<file path="src/rtl/mem_arbiter_if.sv">
// mem_arbiter_if: requester and memory-side signals of the shared port.
// slave is the arbiter's view, master is the requester/memory view.
interface mem_arbiter_if #(
   parameter int ADDR_W = 32,
   parameter int DATA_W = 32
);
   logic              if_req;
   logic [ADDR_W-1:0] if_addr;
   logic              if_flush;
   logic              if_gnt;
   logic              if_rvalid;
   logic [DATA_W-1:0] if_rdata;

   logic                d_req;
   logic                d_we;
   logic [DATA_W/8-1:0] d_be;
   logic [ADDR_W-1:0]   d_addr;
   logic [DATA_W-1:0]   d_wdata;
   logic                d_gnt;
   logic                d_rvalid;
   logic [DATA_W-1:0]   d_rdata;

   logic                mem_en;
   logic                mem_we;
   logic [DATA_W/8-1:0] mem_be;
   logic [ADDR_W-1:0]   mem_addr;
   logic [DATA_W-1:0]   mem_wdata;
   logic [DATA_W-1:0]   mem_rdata;
   logic                busy;

   modport slave (
      input  if_req, if_addr, if_flush,
      input  d_req, d_we, d_be, d_addr, d_wdata,
      input  mem_rdata,
      output if_gnt, if_rvalid, if_rdata,
      output d_gnt, d_rvalid, d_rdata,
      output mem_en, mem_we, mem_be, mem_addr, mem_wdata,
      output busy
   );

   modport master (
      output if_req, if_addr, if_flush,
      output d_req, d_we, d_be, d_addr, d_wdata,
      output mem_rdata,
      input  if_gnt, if_rvalid, if_rdata,
      input  d_gnt, d_rvalid, d_rdata,
      input  mem_en, mem_we, mem_be, mem_addr, mem_wdata,
      input  busy
   );
endinterface

</file>
<file path="src/rtl/mem_arbiter.sv">
// mem_arbiter: shares one memory port between fetch and load/store,
// tracking a single outstanding read through a fixed latency.
module mem_arbiter #(
   parameter int ADDR_W     = 32,
   parameter int DATA_W     = 32,
   parameter int MEM_LAT    = 2,
   parameter int STARVE_MAX = 4
) (
   input logic          clk,
   input logic          rst,
   mem_arbiter_if.slave bus
);
   typedef enum logic [1:0] {
      O_NONE,
      O_IF,
      O_D
   } owner_t;

   owner_t     owner;
   logic [2:0] cnt;
   logic       flush;
   logic [3:0] scnt;

   logic resp;
   logic free;
   logic starved;
   logic fwin;
   logic dwin;
   logic rd_gnt;
   logic ivld;
   logic dvld;

   always_comb begin
      resp    = (owner != O_NONE) && (cnt == 3'd1);
      free    = (owner == O_NONE) || resp;
      starved = scnt == 4'(STARVE_MAX);
      fwin    = rst && free && bus.if_req
                && (!bus.d_req || starved);
      dwin    = rst && free && bus.d_req
                && !(bus.if_req && starved);
      rd_gnt  = fwin || (dwin && !bus.d_we);
      // a flush raised in the response cycle itself still kills it
      ivld    = rst && resp && (owner == O_IF)
                && !flush && !bus.if_flush;
      dvld    = rst && resp && (owner == O_D);
   end

   assign bus.if_gnt    = fwin;
   assign bus.d_gnt     = dwin;
   assign bus.busy      = rst && (owner != O_NONE) && !resp;
   assign bus.if_rvalid = ivld;
   assign bus.d_rvalid  = dvld;
   assign bus.if_rdata  = ivld ? bus.mem_rdata : '0;
   assign bus.d_rdata   = dvld ? bus.mem_rdata : '0;

   assign bus.mem_en    = fwin || dwin;
   assign bus.mem_we    = dwin && bus.d_we;
   assign bus.mem_be    = dwin ? bus.d_be : '0;
   assign bus.mem_wdata = dwin ? bus.d_wdata : '0;
   assign bus.mem_addr  = fwin ? bus.if_addr
                        : dwin ? bus.d_addr : '0;

   always_ff @(posedge clk) begin
      if (!rst) begin
         owner <= O_NONE;
         cnt   <= '0;
         flush <= 1'b0;
         scnt  <= '0;
      end else begin
         if (rd_gnt) begin
            owner <= fwin ? O_IF : O_D;
            cnt   <= 3'(MEM_LAT);
            flush <= 1'b0;
         end else if (resp) begin
            owner <= O_NONE;
            cnt   <= '0;
            flush <= 1'b0;
         end else begin
            if (cnt != 3'd0)
               cnt <= cnt - 3'd1;
            if (owner == O_IF && bus.if_flush)
               flush <= 1'b1;
         end
         if (!bus.if_req || fwin)
            scnt <= '0;
         else if (dwin && !starved)
            scnt <= scnt + 4'd1;
      end
   end
endmodule

</file>
<file path="src/flat_wrapper.sv">
// flat-port wrapper written by rule: the top's interface ports become plain ports
module mem_arbiter_flat 
#(
   parameter int ADDR_W     = 32,
   parameter int DATA_W     = 32,
   parameter int MEM_LAT    = 2,
   parameter int STARVE_MAX = 4
)
  (clk, rst, bus_if_req, bus_if_addr, bus_if_flush, bus_d_req, bus_d_we, bus_d_be, bus_d_addr, bus_d_wdata, bus_mem_rdata, bus_if_gnt, bus_if_rvalid, bus_if_rdata, bus_d_gnt, bus_d_rvalid, bus_d_rdata, bus_mem_en, bus_mem_we, bus_mem_be, bus_mem_addr, bus_mem_wdata, bus_busy);
  mem_arbiter_if #(.ADDR_W(ADDR_W), .DATA_W(DATA_W)) bus_i ();
  input logic clk;
  input logic rst;
  input wire logic [$bits(bus_i.if_req)-1:0] bus_if_req;
  input wire logic [$bits(bus_i.if_addr)-1:0] bus_if_addr;
  input wire logic [$bits(bus_i.if_flush)-1:0] bus_if_flush;
  input wire logic [$bits(bus_i.d_req)-1:0] bus_d_req;
  input wire logic [$bits(bus_i.d_we)-1:0] bus_d_we;
  input wire logic [$bits(bus_i.d_be)-1:0] bus_d_be;
  input wire logic [$bits(bus_i.d_addr)-1:0] bus_d_addr;
  input wire logic [$bits(bus_i.d_wdata)-1:0] bus_d_wdata;
  input wire logic [$bits(bus_i.mem_rdata)-1:0] bus_mem_rdata;
  output wire logic [$bits(bus_i.if_gnt)-1:0] bus_if_gnt;
  output wire logic [$bits(bus_i.if_rvalid)-1:0] bus_if_rvalid;
  output wire logic [$bits(bus_i.if_rdata)-1:0] bus_if_rdata;
  output wire logic [$bits(bus_i.d_gnt)-1:0] bus_d_gnt;
  output wire logic [$bits(bus_i.d_rvalid)-1:0] bus_d_rvalid;
  output wire logic [$bits(bus_i.d_rdata)-1:0] bus_d_rdata;
  output wire logic [$bits(bus_i.mem_en)-1:0] bus_mem_en;
  output wire logic [$bits(bus_i.mem_we)-1:0] bus_mem_we;
  output wire logic [$bits(bus_i.mem_be)-1:0] bus_mem_be;
  output wire logic [$bits(bus_i.mem_addr)-1:0] bus_mem_addr;
  output wire logic [$bits(bus_i.mem_wdata)-1:0] bus_mem_wdata;
  output wire logic [$bits(bus_i.busy)-1:0] bus_busy;
  assign bus_i.if_req = bus_if_req;
  assign bus_i.if_addr = bus_if_addr;
  assign bus_i.if_flush = bus_if_flush;
  assign bus_i.d_req = bus_d_req;
  assign bus_i.d_we = bus_d_we;
  assign bus_i.d_be = bus_d_be;
  assign bus_i.d_addr = bus_d_addr;
  assign bus_i.d_wdata = bus_d_wdata;
  assign bus_i.mem_rdata = bus_mem_rdata;
  assign bus_if_gnt = bus_i.if_gnt;
  assign bus_if_rvalid = bus_i.if_rvalid;
  assign bus_if_rdata = bus_i.if_rdata;
  assign bus_d_gnt = bus_i.d_gnt;
  assign bus_d_rvalid = bus_i.d_rvalid;
  assign bus_d_rdata = bus_i.d_rdata;
  assign bus_mem_en = bus_i.mem_en;
  assign bus_mem_we = bus_i.mem_we;
  assign bus_mem_be = bus_i.mem_be;
  assign bus_mem_addr = bus_i.mem_addr;
  assign bus_mem_wdata = bus_i.mem_wdata;
  assign bus_busy = bus_i.busy;
  mem_arbiter #(.ADDR_W(ADDR_W), .DATA_W(DATA_W), .MEM_LAT(MEM_LAT), .STARVE_MAX(STARVE_MAX)) u_core (.clk(clk), .rst(rst), .bus(bus_i));
endmodule
</file>
<file path="config.mk">
export PLATFORM = sky130hd
export DESIGN_NAME = mem_arbiter_flat
export DESIGN_NICKNAME = d
export VERILOG_FILES = /design/src/rtl/mem_arbiter_if.sv /design/src/rtl/mem_arbiter.sv /design/src/flat_wrapper.sv
export SDC_FILE = /design/constraint.sdc
export NUM_CORES = 1
export LEC_CHECK = 0
export ABC_CLOCK_PERIOD_IN_PS = 2090
export CORE_AREA = 4 4 106 108
export DETAILED_ROUTE_END_ITERATION = 10
export DIE_AREA = 0 0 110 112
export GPL_TIMING_DRIVEN = 0
export PLACE_DENSITY = 0.7
export SYNTH_ARGS = -nofsm -noshare
export SYNTH_HDL_FRONTEND = slang
export SYNTH_SLANG_ARGS = --single-unit
</file>
<file path="constraint.sdc">
create_clock -name clk -period 2.09 [get_ports clk]
set_clock_uncertainty 0.15 [all_clocks]
set_input_delay 0.5225 -clock clk [delete_from_list [all_inputs] [get_ports clk]]
set_output_delay 0.5225 -clock clk [all_outputs]
set_load 0.005 [all_outputs]
</file>
==> impl_metrics.prom <==
# TYPE chip_impl_metric gauge
chip_impl_info{name="status",value="complete, but fails checks"} 1
chip_impl_info{name="failed_checks",value="setup timing"} 1
chip_impl_info{name="clock_tree.root_cell",value="sky130_fd_sc_hd__clkbuf_8"} 1
chip_impl_metric{name="fp.coreArea",unit="µm²"} 10200
chip_impl_metric{name="place.gp.congestion",unit=""} 0.827
chip_impl_metric{name="setup_viol",unit=""} 138
chip_impl_metric{name="p_sw_frac",unit=""} 0.345
chip_impl_info{name="critical_path.slowest_cell",value="sky130_fd_sc_hd__dfxtp_2"} 1
chip_impl_metric{name="synth.cell_area",unit="µm²"} 1760
chip_impl_metric{name="max_clock_freq",unit="GHz"} 0.385
chip_impl_metric{name="cp_max_fo",unit=""} 6
chip_impl_metric{name="drtIter0Drc",unit=""} 161
chip_impl_metric{name="top_level_ports",unit=""} 277
chip_impl_info{name="crit_path_end_kind",value="output port"} 1
chip_impl_metric{name="number_of_slew_limit_violations_in_the_final_report",unit=""} 0
chip_impl_metric{name="holdBufCountCts",unit=""} 0
chip_impl_metric{name="horizontal_die_dimension",unit="µm"} 110
chip_impl_metric{name="place.detailed.instances",unit=""} 676
chip_impl_metric{name="remaining_drcs",unit=""} 0
chip_impl_metric{name="grt_pass1_vias",unit=""} 3510
chip_impl_metric{name="post_synth_xor_area_fraction",unit=""} 0.00498
chip_impl_metric{name="cts.path.max_buffers",unit=""} 2
chip_impl_metric{name="report.power.total",unit="mW"} 1.67
chip_impl_info{name="critPathKind",value="reg2out"} 1
chip_impl_metric{name="antenna_cells_inserted",unit=""} 0
chip_impl_metric{name="syn2layout_area_growth",unit="%"} 232
chip_impl_metric{name="power.static_leakage",unit="nW"} 2.70
chip_impl_metric{name="cellInternalPower",unit="mW"} 1.10
chip_impl_metric{name="worst_ep_required_time",unit="ns"} 1.42
chip_impl_metric{name="floorplan.initialDensity",unit=""} 0.172
chip_impl_metric{name="post-route-period-util",unit=""} 1.24
chip_impl_metric{name="switching_power",unit="mW"} 0.578
chip_impl_metric{name="track_usage",unit=""} 0.178
chip_impl_metric{name="cp_slowest_stage_delay",unit="ns"} 0.33
chip_impl_info{name="critical_path.top_delay_family",value="buffers and inverters"} 1
chip_impl_metric{name="synthesis.instances",unit=""} 266
chip_impl_metric{name="cts_max_level",unit=""} 1
chip_impl_metric{name="power_density",unit="nW/µm²"} 286
chip_impl_metric{name="flip_flop_and_latch_count_after_synthesis",unit=""} 10
chip_impl_metric{name="fraction_of_the_mapped_netlist_area_in_simple_logic_gates",unit=""} 0.547
chip_impl_metric{name="final_core_util",unit=""} 0.572
chip_impl_metric{name="min_period",unit="ns"} 2.60
chip_impl_metric{name="irDropWorstVdd",unit="mV"} 0.180
chip_impl_metric{name="worst_slack_setup_final",unit="ns"} -0.508
chip_impl_metric{name="timing.hold.worst_path_depth",unit=""} 2
chip_impl_metric{name="reg2regPathDepth",unit=""} 5
chip_impl_metric{name="worstMarginPinSlew",unit="ns"} 0.282
chip_impl_metric{name="clock_buffers_created_by_tritoncts",unit=""} 3
chip_impl_metric{name="clock_insertion_delay_worst_skew",unit="ns"} 0.24
chip_impl_metric{name="placementRows",unit=""} 37
chip_impl_metric{name="synthMuxAreaShare",unit=""} 0
chip_impl_metric{name="drt-vias-per-instance",unit=""} 4.56
chip_impl_metric{name="cp.buffers_inverters",unit=""} 5
chip_impl_metric{name="critPathArrivalTime",unit="ns"} 1.93
chip_impl_metric{name="final_antenna_net_count",unit=""} 0
chip_impl_metric{name="total_count_of_hold_check_failures_in_the_final_report",unit=""} 0
chip_impl_metric{name="cts.sinks",unit=""} 10
chip_impl_info{name="worst_r2r_startpoint",value="u_core.cnt[0]"} 1
chip_impl_metric{name="clkSlewWorstSetupHoldPaths",unit="ns"} 0.05
chip_impl_metric{name="asyncSetResetFlopFracSynth",unit=""} 0
chip_impl_metric{name="setup.reg_to_reg.worst_slack",unit="ns"} 0.27
chip_impl_metric{name="comb_power_share",unit=""} 0.700
chip_impl_metric{name="detail_route.wirelength",unit="mm"} 12.5
chip_impl_metric{name="globalRouteOverflowTotal",unit=""} 0
chip_impl_metric{name="wl_per_cell",unit="µm"} 17.0
chip_impl_metric{name="synth.yosys.seq_area_share",unit=""} 0.114
chip_impl_metric{name="synth_area_per_cell",unit="µm²"} 6.62
chip_impl_metric{name="synth-edff-count",unit=""} 0
chip_impl_metric{name="yosys.cell_types.count",unit=""} 35
chip_impl_info{name="mostFrequentLayoutCells",value="sky130_fd_sc_hd__clkdlybuf4s50_1 (133), sky130_fd_sc_hd__buf_6 (112), sky130_fd_sc_hd__and2_4 (61)"} 1
chip_impl_info{name="layout.cells.most_common",value="sky130_fd_sc_hd__clkdlybuf4s50_1"} 1
chip_impl_metric{name="synth_compound_area_frac",unit=""} 0.211
chip_impl_metric{name="portBuffers",unit=""} 274
chip_impl_info{name="dominantRegCellSynth",value="sky130_fd_sc_hd__dfxtp_1"} 1
chip_impl_metric{name="number_of_antenna_violations_at_the_first_check_in_global_routing",unit=""} 0
chip_impl_info{name="largest_family_of_logic_cells_by_synthesized_area",value="simple AND/OR/NAND/NOR gates"} 1
chip_impl_metric{name="finalNetCount",unit=""} 740
chip_impl_info{name="path_cells",value="inv_2, ha_4, nand3b_1, o21a_1, buf_6, buf_12, clkbuf_16, a22oi_2, nor2_1, buf_2"} 1
chip_impl_info{name="setup.worst_path.start_class",value="register"} 1
chip_impl_metric{name="drive_gt1_frac",unit=""} 0.599
chip_impl_info{name="rsz_0062_raised_after_global_routing",value="true"} 1
chip_impl_metric{name="dr_total_vias",unit=""} 3344
chip_impl_metric{name="fp.dieH",unit="µm"} 112
chip_impl_metric{name="ys.warnings.count",unit=""} 0
chip_impl_info{name="holdCritPathClass",value="reg2reg"} 1
chip_impl_metric{name="max_cap_viol_count",unit=""} 0
chip_impl_info{name="cts_tree",value="yes"} 1
chip_impl_metric{name="final_cell_count_without_fillers",unit=""} 734
chip_impl_metric{name="hpwlAfterDp",unit="mm"} 9.03
chip_impl_metric{name="timing.slew.headroom",unit=""} 0.811
chip_impl_metric{name="clock_power_share",unit=""} 0.147
chip_impl_metric{name="dieArea",unit="µm²"} 12300
chip_impl_info{name="min-delay-start",value="u_core.cnt[2]"} 1
chip_impl_metric{name="maximum_number_of_pins_on_one_net_before_global_route_repair",unit=""} 11
chip_impl_metric{name="share_seq_of_total_power",unit=""} 0.154
chip_impl_info{name="critical_path.reg2reg.endpoint",value="u_core.cnt[1]"} 1
chip_impl_metric{name="synth.net_count",unit=""} 407
chip_impl_metric{name="drtPass1Iterations",unit=""} 6
chip_impl_metric{name="synth_fa_ha_area_frac",unit=""} 0.0213
chip_impl_info{name="min_to",value="u_core.cnt[2]"} 1
chip_impl_metric{name="global_route_wire_length_before_repair",unit="mm"} 17.8
## state kept, by name (all words and copies together), names as in the netlist
name,flops
u_core.flush,1
u_core.owner,2
u_core.cnt,3
u_core.scnt,4
## how the worst max path moves through the flow
stage                   start  slack, ns  cells past startpoint                to
3_5_place_dp       bus_if_req      -1.38                      7  bus_mem_addr[26]
6_report       u_core.scnt[0]      -0.51                     10  bus_mem_addr[31]
3_3_place_gp       bus_if_req      -1.34                      7  bus_mem_addr[26]
4_1_cts        u_core.scnt[0]      -0.50                     10   bus_mem_addr[7]
2_1_floorplan   u_core.cnt[1]      0.001                      4   bus_d_rdata[22]
5_1_grt        u_core.scnt[0]      -0.59                     10   bus_mem_addr[7]
## through the flow
step | setup slack (ns) | hold WS [ns] | TNS (ns) | cell area [µm²]
3_5_place_dp | -1.38 | 0.340 | -134.86 | 4680
3_3_place_gp | -1.34 | 0.325 | -131.32 | 4680
4_1_cts | -0.499 | 0.354 | -49.84 | 5430
5_1_grt | -0.587 | 0.380 | -61.10 | 5850
2_1_floorplan | 0.00147 | 0.311 | 0 | 1770
6_report | -0.508 | 0.355 | -51.03 | 5850
## layout make-up
class	instances	area, µm²
buffer	21	263
clock buffer	4	55.1
fill	886	4380
inverter	8	30.0
multi-input combinational	222	1860
sequential	10	213
tap	136	170
timing repair buffer	333	3260
## repair_timing
item,in CTS,in global routing
resized for setup,744,119
setup buffers,40,14
pin swaps,69,47
setup endpoints to repair,140,139
cloned,8,2
## routing by layer
metal | routed length, µm | global-route usage | share of wire
met5 | 0 | 0 | 0
met4 | 221 | 0.0432 | 0.018
met3 | 1310 | 0.0516 | 0.10
met2 | 6840 | 0.358 | 0.55
met1 | 4120 | 0.171 | 0.33
## cell families after synthesis
group | count (synthesis)
adder cells (fa/ha/maj) | 3
AND/OR/NAND/NOR | 166
flip-flops | 10
AO/OA/AOI/OAI | 52
XOR/XNOR | 1
buffers and inverters | 34
## worst min-delay path, cell delays in order (launching register included)
cell and delay, ns:
sky130_fd_sc_hd__dfxtp_4 0.35, sky130_fd_sc_hd__a21oi_1 0.06, sky130_fd_sc_hd__nor2_1 0.07
## synthesized netlist by cell type (2+ instances only)
| cell type | n | share of area |
|---|---|---|
| sky130_fd_sc_hd__a21oi_1 | 5 | 0.014 |
| sky130_fd_sc_hd__a22oi_1 | 33 | 0.14 |
| sky130_fd_sc_hd__a31oi_1 | 3 | 0.011 |
| sky130_fd_sc_hd__and2_1 | 63 | 0.22 |
| sky130_fd_sc_hd__and2_2 | 3 | 0.013 |
| sky130_fd_sc_hd__and3_1 | 37 | 0.13 |
| sky130_fd_sc_hd__buf_2 | 5 | 0.014 |
| sky130_fd_sc_hd__buf_6 | 6 | 0.038 |
| sky130_fd_sc_hd__clkbuf_1 | 14 | 0.030 |
| sky130_fd_sc_hd__dfxtp_1 | 10 | 0.11 |
| sky130_fd_sc_hd__ha_1 | 3 | 0.021 |
| sky130_fd_sc_hd__inv_1 | 8 | 0.017 |
| sky130_fd_sc_hd__nand2_1 | 5 | 0.011 |
| sky130_fd_sc_hd__nand3_1 | 4 | 0.011 |
| sky130_fd_sc_hd__nand4_1 | 2 | 0.0071 |
| sky130_fd_sc_hd__nor2_1 | 42 | 0.090 |
| sky130_fd_sc_hd__o21a_1 | 2 | 0.0085 |
| sky130_fd_sc_hd__o21ai_0 | 3 | 0.0085 |
| sky130_fd_sc_hd__or3_1 | 2 | 0.0071 |
## power by group through the flow
stage	sequential [mW]	combinational (mW)	clock, mW
3_5_place_dp	0.255	0.931	0
3_3_place_gp	0.251	0.916	0
4_1_cts	0.257	1.10	0.252
6_report	0.258	1.17	0.246
2_1_floorplan	0.247	0.350	0
5_1_grt	0.263	1.26	0.257
(Power assumes the default switching activity.)
